## src/rtl/pic_host_sequencer.sv

```systemverilog
// ---------------------------------------------------------------------------
// pic_host_sequencer
//
// Host-side bus initiator for the 8259-style interrupt controller.
//  * On start_init it writes ICW1..ICW4 over WR_n/A0/data_out. ICW3 and ICW4
//    are skipped according to icw1_cfg[1] (single mode) and icw1_cfg[0]
//    (ICW4 needed).
//  * Once initialised, an INT request in IDLE starts the two-pulse INTA_n
//    acknowledge. The vector on data_in is captured at the end of the
//    second pulse.
//
// Optional feature macro: AUTO_EOI_WRITE_EN. When defined, every acknowledge
// is followed by a non-specific EOI write (OCW2 = 0x20, A0 = 0).
//
// Parameters
//   PULSE_CYCLES  low width of every WR_n / INTA_n pulse in clk cycles (>=1)
//   GAP_CYCLES    high time after every pulse in clk cycles (>=1)
//
// Ports
//   clk, rst_n                 clock, asynchronous active-low reset
//   start_init                 request to run the ICW sequence
//   icw1_cfg..icw4_cfg         ICW values, latched when start_init is accepted
//   INT                        interrupt request from the controller
//   data_in                    controller data bus, read during INTA
//   data_out, data_oe, A0      write data, bus drive enable, address line
//   WR_n, INTA_n               active-low write and acknowledge strobes
//   vector, vector_valid       last captured vector and its one-cycle pulse
//   busy, init_done            sequence in progress, initialisation complete
// ---------------------------------------------------------------------------
module pic_host_sequencer #(
    parameter int PULSE_CYCLES = 2,
    parameter int GAP_CYCLES   = 1
) (
    input  logic       clk,
    input  logic       rst_n,
    input  logic       start_init,
    input  logic [7:0] icw1_cfg,
    input  logic [7:0] icw2_cfg,
    input  logic [7:0] icw3_cfg,
    input  logic [7:0] icw4_cfg,
    input  logic       INT,
    input  logic [7:0] data_in,
    output logic [7:0] data_out,
    output logic       data_oe,
    output logic       A0,
    output logic       WR_n,
    output logic       INTA_n,
    output logic [7:0] vector,
    output logic       vector_valid,
    output logic       busy,
    output logic       init_done
);

    localparam int MAX_CYCLES = (PULSE_CYCLES > GAP_CYCLES) ? PULSE_CYCLES : GAP_CYCLES;
    localparam int CW         = (MAX_CYCLES > 1) ? $clog2(MAX_CYCLES) : 1;
    localparam logic [CW-1:0] PULSE_LAST = CW'(PULSE_CYCLES - 1);
    localparam logic [CW-1:0] GAP_LAST   = CW'(GAP_CYCLES - 1);
    localparam logic [CW-1:0] CNT_ZERO   = CW'(0);
    localparam logic [CW-1:0] CNT_ONE    = CW'(1);
`ifdef AUTO_EOI_WRITE_EN
    localparam logic [7:0] OCW2_EOI = 8'h20;
`endif

    typedef enum logic [3:0] {
        ST_IDLE     = 4'd0,
        ST_W_SETUP  = 4'd1,
        ST_W_LOW    = 4'd2,
        ST_W_GAP    = 4'd3,
        ST_ACK1_LOW = 4'd4,
        ST_ACK_GAP  = 4'd5,
        ST_ACK2_LOW = 4'd6,
        ST_ACK2_GAP = 4'd7
`ifdef AUTO_EOI_WRITE_EN
        ,
        ST_E_SETUP  = 4'd8,
        ST_E_LOW    = 4'd9,
        ST_E_GAP    = 4'd10
`endif
    } state_t;

    state_t        state_r;
    state_t        state_next_s;
    logic [CW-1:0] cnt_r;
    logic [CW-1:0] cnt_next_s;
    logic [1:0]    idx_r;
    logic [1:0]    idx_next_s;
    logic [7:0]    icw1_r;
    logic [7:0]    icw2_r;
    logic [7:0]    icw3_r;
    logic [7:0]    icw4_r;
    logic          init_done_r;

    logic          accept_init_s;
    logic          last_write_s;
    logic          capture_s;
    logic [2:0]    slot_s;
    logic [7:0]    icw_dout_s;
    logic          icw_a0_s;
    logic          wr_n_s;
    logic          inta_n_s;
    logic          oe_s;
    logic [7:0]    dout_s;
    logic          a0_s;

    // Slot that follows ICW index idx. Bit 2 set means the list is finished;
    // ICW3 is skipped in single mode (ICW1 bit1) and ICW4 when ICW1 bit0 is 0.
    function automatic logic [2:0] next_slot(input logic [1:0] idx, input logic [7:0] icw1);
        logic [2:0] r;
        r = 3'b100;
        case (idx)
            2'd0: r = 3'b001;
            2'd1: begin
                if (!icw1[1]) begin
                    r = 3'b010;
                end else if (icw1[0]) begin
                    r = 3'b011;
                end else begin
                    r = 3'b100;
                end
            end
            2'd2: begin
                if (icw1[0]) begin
                    r = 3'b011;
                end else begin
                    r = 3'b100;
                end
            end
            default: r = 3'b100;
        endcase
        return r;
    endfunction

    // Write data for a latched ICW slot; ICW1 always carries bit4 = 1.
    function automatic logic [7:0] slot_data(input logic [1:0] idx, input logic [7:0] i1,
                                             input logic [7:0] i2, input logic [7:0] i3,
                                             input logic [7:0] i4);
        logic [7:0] d;
        case (idx)
            2'd0:    d = i1 | 8'h10;
            2'd1:    d = i2;
            2'd2:    d = i3;
            default: d = i4;
        endcase
        return d;
    endfunction

    // Next-state logic: phase sequencing, per-phase cycle counter and ICW index.
    always_comb begin
        state_next_s  = state_r;
        cnt_next_s    = cnt_r;
        idx_next_s    = idx_r;
        accept_init_s = 1'b0;
        last_write_s  = 1'b0;
        capture_s     = 1'b0;
        slot_s        = next_slot(idx_r, icw1_r);
        case (state_r)
            ST_IDLE: begin
                // start_init has priority over INT; INT needs a completed init
                if (start_init) begin
                    accept_init_s = 1'b1;
                    state_next_s  = ST_W_SETUP;
                    idx_next_s    = 2'd0;
                    cnt_next_s    = CNT_ZERO;
                end else if (init_done_r && INT) begin
                    state_next_s = ST_ACK1_LOW;
                    cnt_next_s   = CNT_ZERO;
                end else begin
                    state_next_s = ST_IDLE;
                end
            end
            ST_W_SETUP: begin
                state_next_s = ST_W_LOW;
                cnt_next_s   = CNT_ZERO;
            end
            ST_W_LOW: begin
                if (cnt_r == PULSE_LAST) begin
                    state_next_s = ST_W_GAP;
                    cnt_next_s   = CNT_ZERO;
                end else begin
                    cnt_next_s = cnt_r + CNT_ONE;
                end
            end
            ST_W_GAP: begin
                if (cnt_r == GAP_LAST) begin
                    cnt_next_s = CNT_ZERO;
                    if (slot_s[2]) begin
                        state_next_s = ST_IDLE;
                        last_write_s = 1'b1;
                    end else begin
                        state_next_s = ST_W_SETUP;
                        idx_next_s   = slot_s[1:0];
                    end
                end else begin
                    cnt_next_s = cnt_r + CNT_ONE;
                end
            end
            ST_ACK1_LOW: begin
                if (cnt_r == PULSE_LAST) begin
                    state_next_s = ST_ACK_GAP;
                    cnt_next_s   = CNT_ZERO;
                end else begin
                    cnt_next_s = cnt_r + CNT_ONE;
                end
            end
            ST_ACK_GAP: begin
                if (cnt_r == GAP_LAST) begin
                    state_next_s = ST_ACK2_LOW;
                    cnt_next_s   = CNT_ZERO;
                end else begin
                    cnt_next_s = cnt_r + CNT_ONE;
                end
            end
            ST_ACK2_LOW: begin
                if (cnt_r == PULSE_LAST) begin
                    state_next_s = ST_ACK2_GAP;
                    cnt_next_s   = CNT_ZERO;
                    capture_s    = 1'b1;
                end else begin
                    cnt_next_s = cnt_r + CNT_ONE;
                end
            end
            ST_ACK2_GAP: begin
                if (cnt_r == GAP_LAST) begin
                    cnt_next_s = CNT_ZERO;
`ifdef AUTO_EOI_WRITE_EN
                    state_next_s = ST_E_SETUP;
`else
                    state_next_s = ST_IDLE;
`endif
                end else begin
                    cnt_next_s = cnt_r + CNT_ONE;
                end
            end
`ifdef AUTO_EOI_WRITE_EN
            ST_E_SETUP: begin
                state_next_s = ST_E_LOW;
                cnt_next_s   = CNT_ZERO;
            end
            ST_E_LOW: begin
                if (cnt_r == PULSE_LAST) begin
                    state_next_s = ST_E_GAP;
                    cnt_next_s   = CNT_ZERO;
                end else begin
                    cnt_next_s = cnt_r + CNT_ONE;
                end
            end
            ST_E_GAP: begin
                if (cnt_r == GAP_LAST) begin
                    state_next_s = ST_IDLE;
                    cnt_next_s   = CNT_ZERO;
                end else begin
                    cnt_next_s = cnt_r + CNT_ONE;
                end
            end
`endif
            default: begin
                state_next_s = ST_IDLE;
                cnt_next_s   = CNT_ZERO;
                idx_next_s   = 2'd0;
            end
        endcase
    end

    // ICW bus value for the upcoming cycle. On acceptance the cfg latches are
    // not loaded yet, so ICW1 comes straight from the input.
    always_comb begin
        if (accept_init_s) begin
            icw_dout_s = icw1_cfg | 8'h10;
            icw_a0_s   = 1'b0;
        end else begin
            icw_dout_s = slot_data(idx_next_s, icw1_r, icw2_r, icw3_r, icw4_r);
            icw_a0_s   = (idx_next_s != 2'd0);
        end
    end

    // Pin values decoded from the next state so the registered pins line up with it.
    always_comb begin
        wr_n_s   = 1'b1;
        inta_n_s = 1'b1;
        oe_s     = 1'b0;
        dout_s   = 8'h00;
        a0_s     = 1'b0;
        case (state_next_s)
            ST_W_SETUP, ST_W_GAP: begin
                oe_s   = 1'b1;
                dout_s = icw_dout_s;
                a0_s   = icw_a0_s;
            end
            ST_W_LOW: begin
                oe_s   = 1'b1;
                dout_s = icw_dout_s;
                a0_s   = icw_a0_s;
                wr_n_s = 1'b0;
            end
            ST_ACK1_LOW, ST_ACK2_LOW: begin
                inta_n_s = 1'b0;
            end
`ifdef AUTO_EOI_WRITE_EN
            ST_E_SETUP, ST_E_GAP: begin
                oe_s   = 1'b1;
                dout_s = OCW2_EOI;
            end
            ST_E_LOW: begin
                oe_s   = 1'b1;
                dout_s = OCW2_EOI;
                wr_n_s = 1'b0;
            end
`endif
            default: begin
                wr_n_s = 1'b1;
            end
        endcase
    end

    // Sequencer state, phase counter, ICW index and latched configuration.
    always_ff @(posedge clk or negedge rst_n) begin
        if (!rst_n) begin
            state_r <= ST_IDLE;
            cnt_r   <= CNT_ZERO;
            idx_r   <= 2'd0;
            icw1_r  <= 8'h00;
            icw2_r  <= 8'h00;
            icw3_r  <= 8'h00;
            icw4_r  <= 8'h00;
        end else begin
            state_r <= state_next_s;
            cnt_r   <= cnt_next_s;
            idx_r   <= idx_next_s;
            if (accept_init_s) begin
                icw1_r <= icw1_cfg;
                icw2_r <= icw2_cfg;
                icw3_r <= icw3_cfg;
                icw4_r <= icw4_cfg;
            end
        end
    end

    // Registered bus pins, status flags and captured vector.
    always_ff @(posedge clk or negedge rst_n) begin
        if (!rst_n) begin
            WR_n         <= 1'b1;
            INTA_n       <= 1'b1;
            A0           <= 1'b0;
            data_out     <= 8'h00;
            data_oe      <= 1'b0;
            vector       <= 8'h00;
            vector_valid <= 1'b0;
            busy         <= 1'b0;
            init_done_r  <= 1'b0;
        end else begin
            WR_n         <= wr_n_s;
            INTA_n       <= inta_n_s;
            A0           <= a0_s;
            data_out     <= dout_s;
            data_oe      <= oe_s;
            busy         <= (state_next_s != ST_IDLE);
            vector_valid <= capture_s;
            if (capture_s) begin
                vector <= data_in;
            end
            // A re-init withdraws init_done until its own last write ends
            if (accept_init_s) begin
                init_done_r <= 1'b0;
            end else if (last_write_s) begin
                init_done_r <= 1'b1;
            end
        end
    end

    assign init_done = init_done_r;

endmodule
```

## config.mk

```make
export PLATFORM = sky130hd
export DESIGN_NAME = pic_host_sequencer
export DESIGN_NICKNAME = d
export VERILOG_FILES = /design/src/rtl/pic_host_sequencer.sv
export SDC_FILE = /design/constraint.sdc
export NUM_CORES = 1
export LEC_CHECK = 0
export CORE_UTILIZATION = 46
export CTS_BUF_LIST = sky130_fd_sc_hd__clkbuf_4 sky130_fd_sc_hd__clkbuf_8
export CTS_CLUSTER_DIAMETER = 200
export CTS_CLUSTER_SIZE = 16
export DETAILED_ROUTE_END_ITERATION = 10
export PLACE_DENSITY = 0.78
export SYNTH_ARGS = -nofsm -noshare
export SYNTH_HDL_FRONTEND = slang
export SYNTH_SLANG_ARGS = --single-unit
```

## constraint.sdc

```tcl
create_clock -name clk -period 1.8 [get_ports clk]
set_input_delay 0.36 -clock clk [delete_from_list [all_inputs] [get_ports clk]]
set_output_delay 0.36 -clock clk [all_outputs]
set_load 0.02 [all_outputs]
```

==> summary.txt, run 1 <==
Clocking
  • Hold_buf cts: 0
  • H-tree depth: 3
  • Num CTS Buffers: 9
  • CTS Buffer Depth: 2
  • CTS root buffer: clkbuf_8
  • Clock insertion delay at the later pin of the skew report: between 0.3 and 0.4 ns
  • Reg clk slew, reported paths: 0.07 ns
  • CTS tree: built
  • TritonCTS Sinks: around 60

Timing
  • Final Hold Viols: 0
  • Clk_skew: 0.00880 ns
  • Setup violators final: 11
  • Min Tclk post-route: 2.04 ns
  • RSZ-0062 raised after global routing: true
  • Hold slack: between 0.002 and 0.0025 ns
  • Setup WS post-layout: -0.235 ns
  • Final Max Tran Viols: 0
  • Setup tns final: -1.92 ns
  • FMAX: 0.491 GHz
  • Final period util: 113%

Placed design
  • Area after DPL: 3640 um2
  • Gpl congestion: 0.859
  • Post-Place Setup Slack: -0.504 ns
  • DPL Wire Length: 4.23 mm
  • Placed instance count: approximately 430
  • Buffers added on ports: 65

Route
  • Total routed wirelength: 7.43 mm
  • # DRC: 0
  • Avg Vias per Cell: about 5.2
  • DR pass1 iterations: 4
  • Via Count: 2397
  • ANT nets after route: 0
  • DRT iter0 DRCs: between 100 and 150
  • Routed len/inst: 16.1 um

Floorplanning
  • Initial core utilization: 49.0%
  • Core area: 5640 um2
  • Die Y: ~80 um
  • Die width: 79.5 um
  • # rows: 27
  • DIE AREA: between 6000 and 7000 um2
  • I/O Pins: 67

Setup path
  • Worst r2r dst: data_out[2]
  • CP max FO: 4
  • Critical Path RT: a little over 2 ns
  • Setup crit end: data_out[2]
  • Worst EP arrival: 2.27 ns
  • R2R Setup Slk: -0.24 ns
  • Crit path capture type: flip-flop
  • CP Launch Type: flip-flop
  • Worst r2r path cells: 8
  • Worst setup path category: flip-flop to flip-flop
  • CP startpoint: state_r[0]
  • RR Startpoint: state_r[0]

Power and ir drop
  • Share of power burned in registers: 47.6%
  • Switch Pwr: 1.00 mW
  • PD cells: 826 nW/um2
  • Switching share of total power: 28.7%
  • Combinational power share: 20.4%
  • Peak VDD IR: 0.500 mV
  • Internal power: 2.48 mW
  • Clock Power Share: 32.0%
  • Pleak: 1.90 nW

Global routing
  • GRT Util Overall: 23.6%
  • Vias in the first global route: 2327
  • Global-route wire length before repair: 11.1 mm
  • Total gr overflow: 0
  • Initial antenna violation count: 0
  • Largest net degree at the start of global routing: 62

Synthesis
  • Mapped Nets: 329
  • Seq/Total Area, Yosys: approximately 55%
  • #FFs+latches synth: 61
  • Post-synthesis instance total: 285
  • Synth unique cells: between 40 and 50
  • Mapped Area: 2760 um2
  • Warnings, synthesis: 0
  • Synthesized area per cell: 9.70 um2

Cells and area
  • Post-Layout Cell Count: ~460
  • Fin area: 4220 um2
  • # fillers: 380
  • Area grow syn2layout: 52.6%
  • Layout cell share with drive strength beyond 1: 25.8%
  • Most common cell after layout, fill and taps aside: nand2_1
  • Multi-input gate area: 1330 um2
  • Most frequent cells in the layout: nand2_1, clkdlybuf4s50_1, dfrtp_1, buf_4, nor2_1
  • Sequential cell area: 1530 um2
  • Nets@finish: 430
  • Ant diodes: 0

Hold path
  • Hold Path Class: input pin to asynchronous set/reset pin

Run status
  • Status: finished, violations left
  • Violations in the final reports: negative setup slack

Flow run
  • Max-cap violations: 0
==> worst min-delay path by stage <==
stage	endpoint	slack, ns	cells after the start
detailed placement	busy	0.39	2
CTS	icw4_r[4]	0.03	2
finish	busy	0.002	2
global placement	busy	0.39	2
global route	vector[4]	0.02	2
floorplan	A0	0.06	0
==> Yosys cell counts (all sizes together) <==
cell type,instances,area (um2)
clkbuf,9,33.8
inv,8,30.0
nor3,2,21.3
and4bb,1,12.5
nor4b,2,23.8
or3b,1,8.76
nor2,13,48.8
dfstp,2,52.6
nand4,1,6.26
a21boi,1,7.51
a41oi,1,16.3
buf,7,76.3
o21ai,5,25.0
or2,1,6.26
nand2b,1,6.26
and2,2,12.5
nand2,119,447
nor3b,1,7.51
o21a,1,7.51
or3,2,12.5
a21oi,7,46.3
dfrtp,59,1480
a311oi,1,8.76
o21ba,1,16.3
and2b,7,57.6
clkinv,1,3.75
o221a,1,11.3
conb,1,3.75
nand4b,1,8.76
o31ai,2,15.0
nor2b,1,6.26
mux2i,7,70.1
a211oi,8,60.1
a2111oi,7,105
nor4,1,12.5
==> routing by layer <==
layer | GRT usage, % | share of wire [%] | vias to the layer above
met2 | 38.6 | 48 | 95
met1 | 29.4 | 42 | 1145
li1 | - | - | 1130
met3 | 5.26 | 5.2 | 27
met5 | 0 | 0 | -
met4 | 11.8 | 4.3 | 0
==> sequential cells by signal, summed over array words and instances, names as in the netlist <==
signal        cells
state_r           4
data_oe           1
idx_r             2
init_done         1
WR_n              1
icw1_r            7
data_out          8
icw4_r            8
INTA_n            1
vector            8
busy              1
vector_valid      1
A0                1
icw2_r            8
icw3_r            8
cnt_r             1
==> area by class of cell <==
class | count | area share [%]
Multi-Input combinational cell | 200 | 31.4
Timing Repair Buffer | 105 | 25.0
Inverter | 9 | 0.801
Clock inverter | 4 | 0.534
Tap cell | 72 | 2.14
Sequential cell | 61 | 36.3
Clock buffer | 12 | 3.77
==> critical path: stages (launching register included) <==
cell and delay, ns:
dfrtp_2 0.45, buf_6 0.14, nor4b_4 0.33, buf_4 0.17, nor4b_2 0.04, a21oi_2 0.21
buf_4 0.22, a211oi_4 0.05, a2111oi_4 0.32
==> per-stage QoR <==
stage                     utilization [%]  power (mW)
after global placement               64.5        2.23
after CTS                            72.8        3.44
after detailed placement             64.5        2.26
after global routing                 74.8        3.65
after floorplan                         -        1.96
final                                74.8        3.49
==> what timing repair did <==
| item | CTS | global route |
|---|---|---|
| pin swaps | 11 | 3 |
| endpoints found under the setup margin | 11 | 17 |
| gates resized for setup | 32 | 13 |
| gates cloned | 3 | 0 |
| buffers inserted | 7 | 5 |
==> cells by family after synthesis <==
group	Yosys count	synth area share, %
simple gates	156	25.3
flops	61	55.3
compound gates	35	11.5
buf+inv	25	5.21
mux	7	2.54
other cells	1	0.136
==> power groups by stage <==
stage,Clock [mW],Sequential (mW),Combinational [mW]
3_5_place_dp,0,1.67,0.595
2_1_floorplan,0,1.66,0.297
4_1_cts,1.12,1.65,0.668
3_3_place_gp,0,1.66,0.576
5_1_grt,1.20,1.67,0.773
6_report,1.12,1.66,0.710
Power figures use the tool's default switching activity.
==> inputs of run 2 (changes only) <==
- ABC_CLOCK_PERIOD_IN_PS: default -> 1800
==> results of run 2 <==
Same layout as run 1: the final DEF is identical, and so are final timing and power.
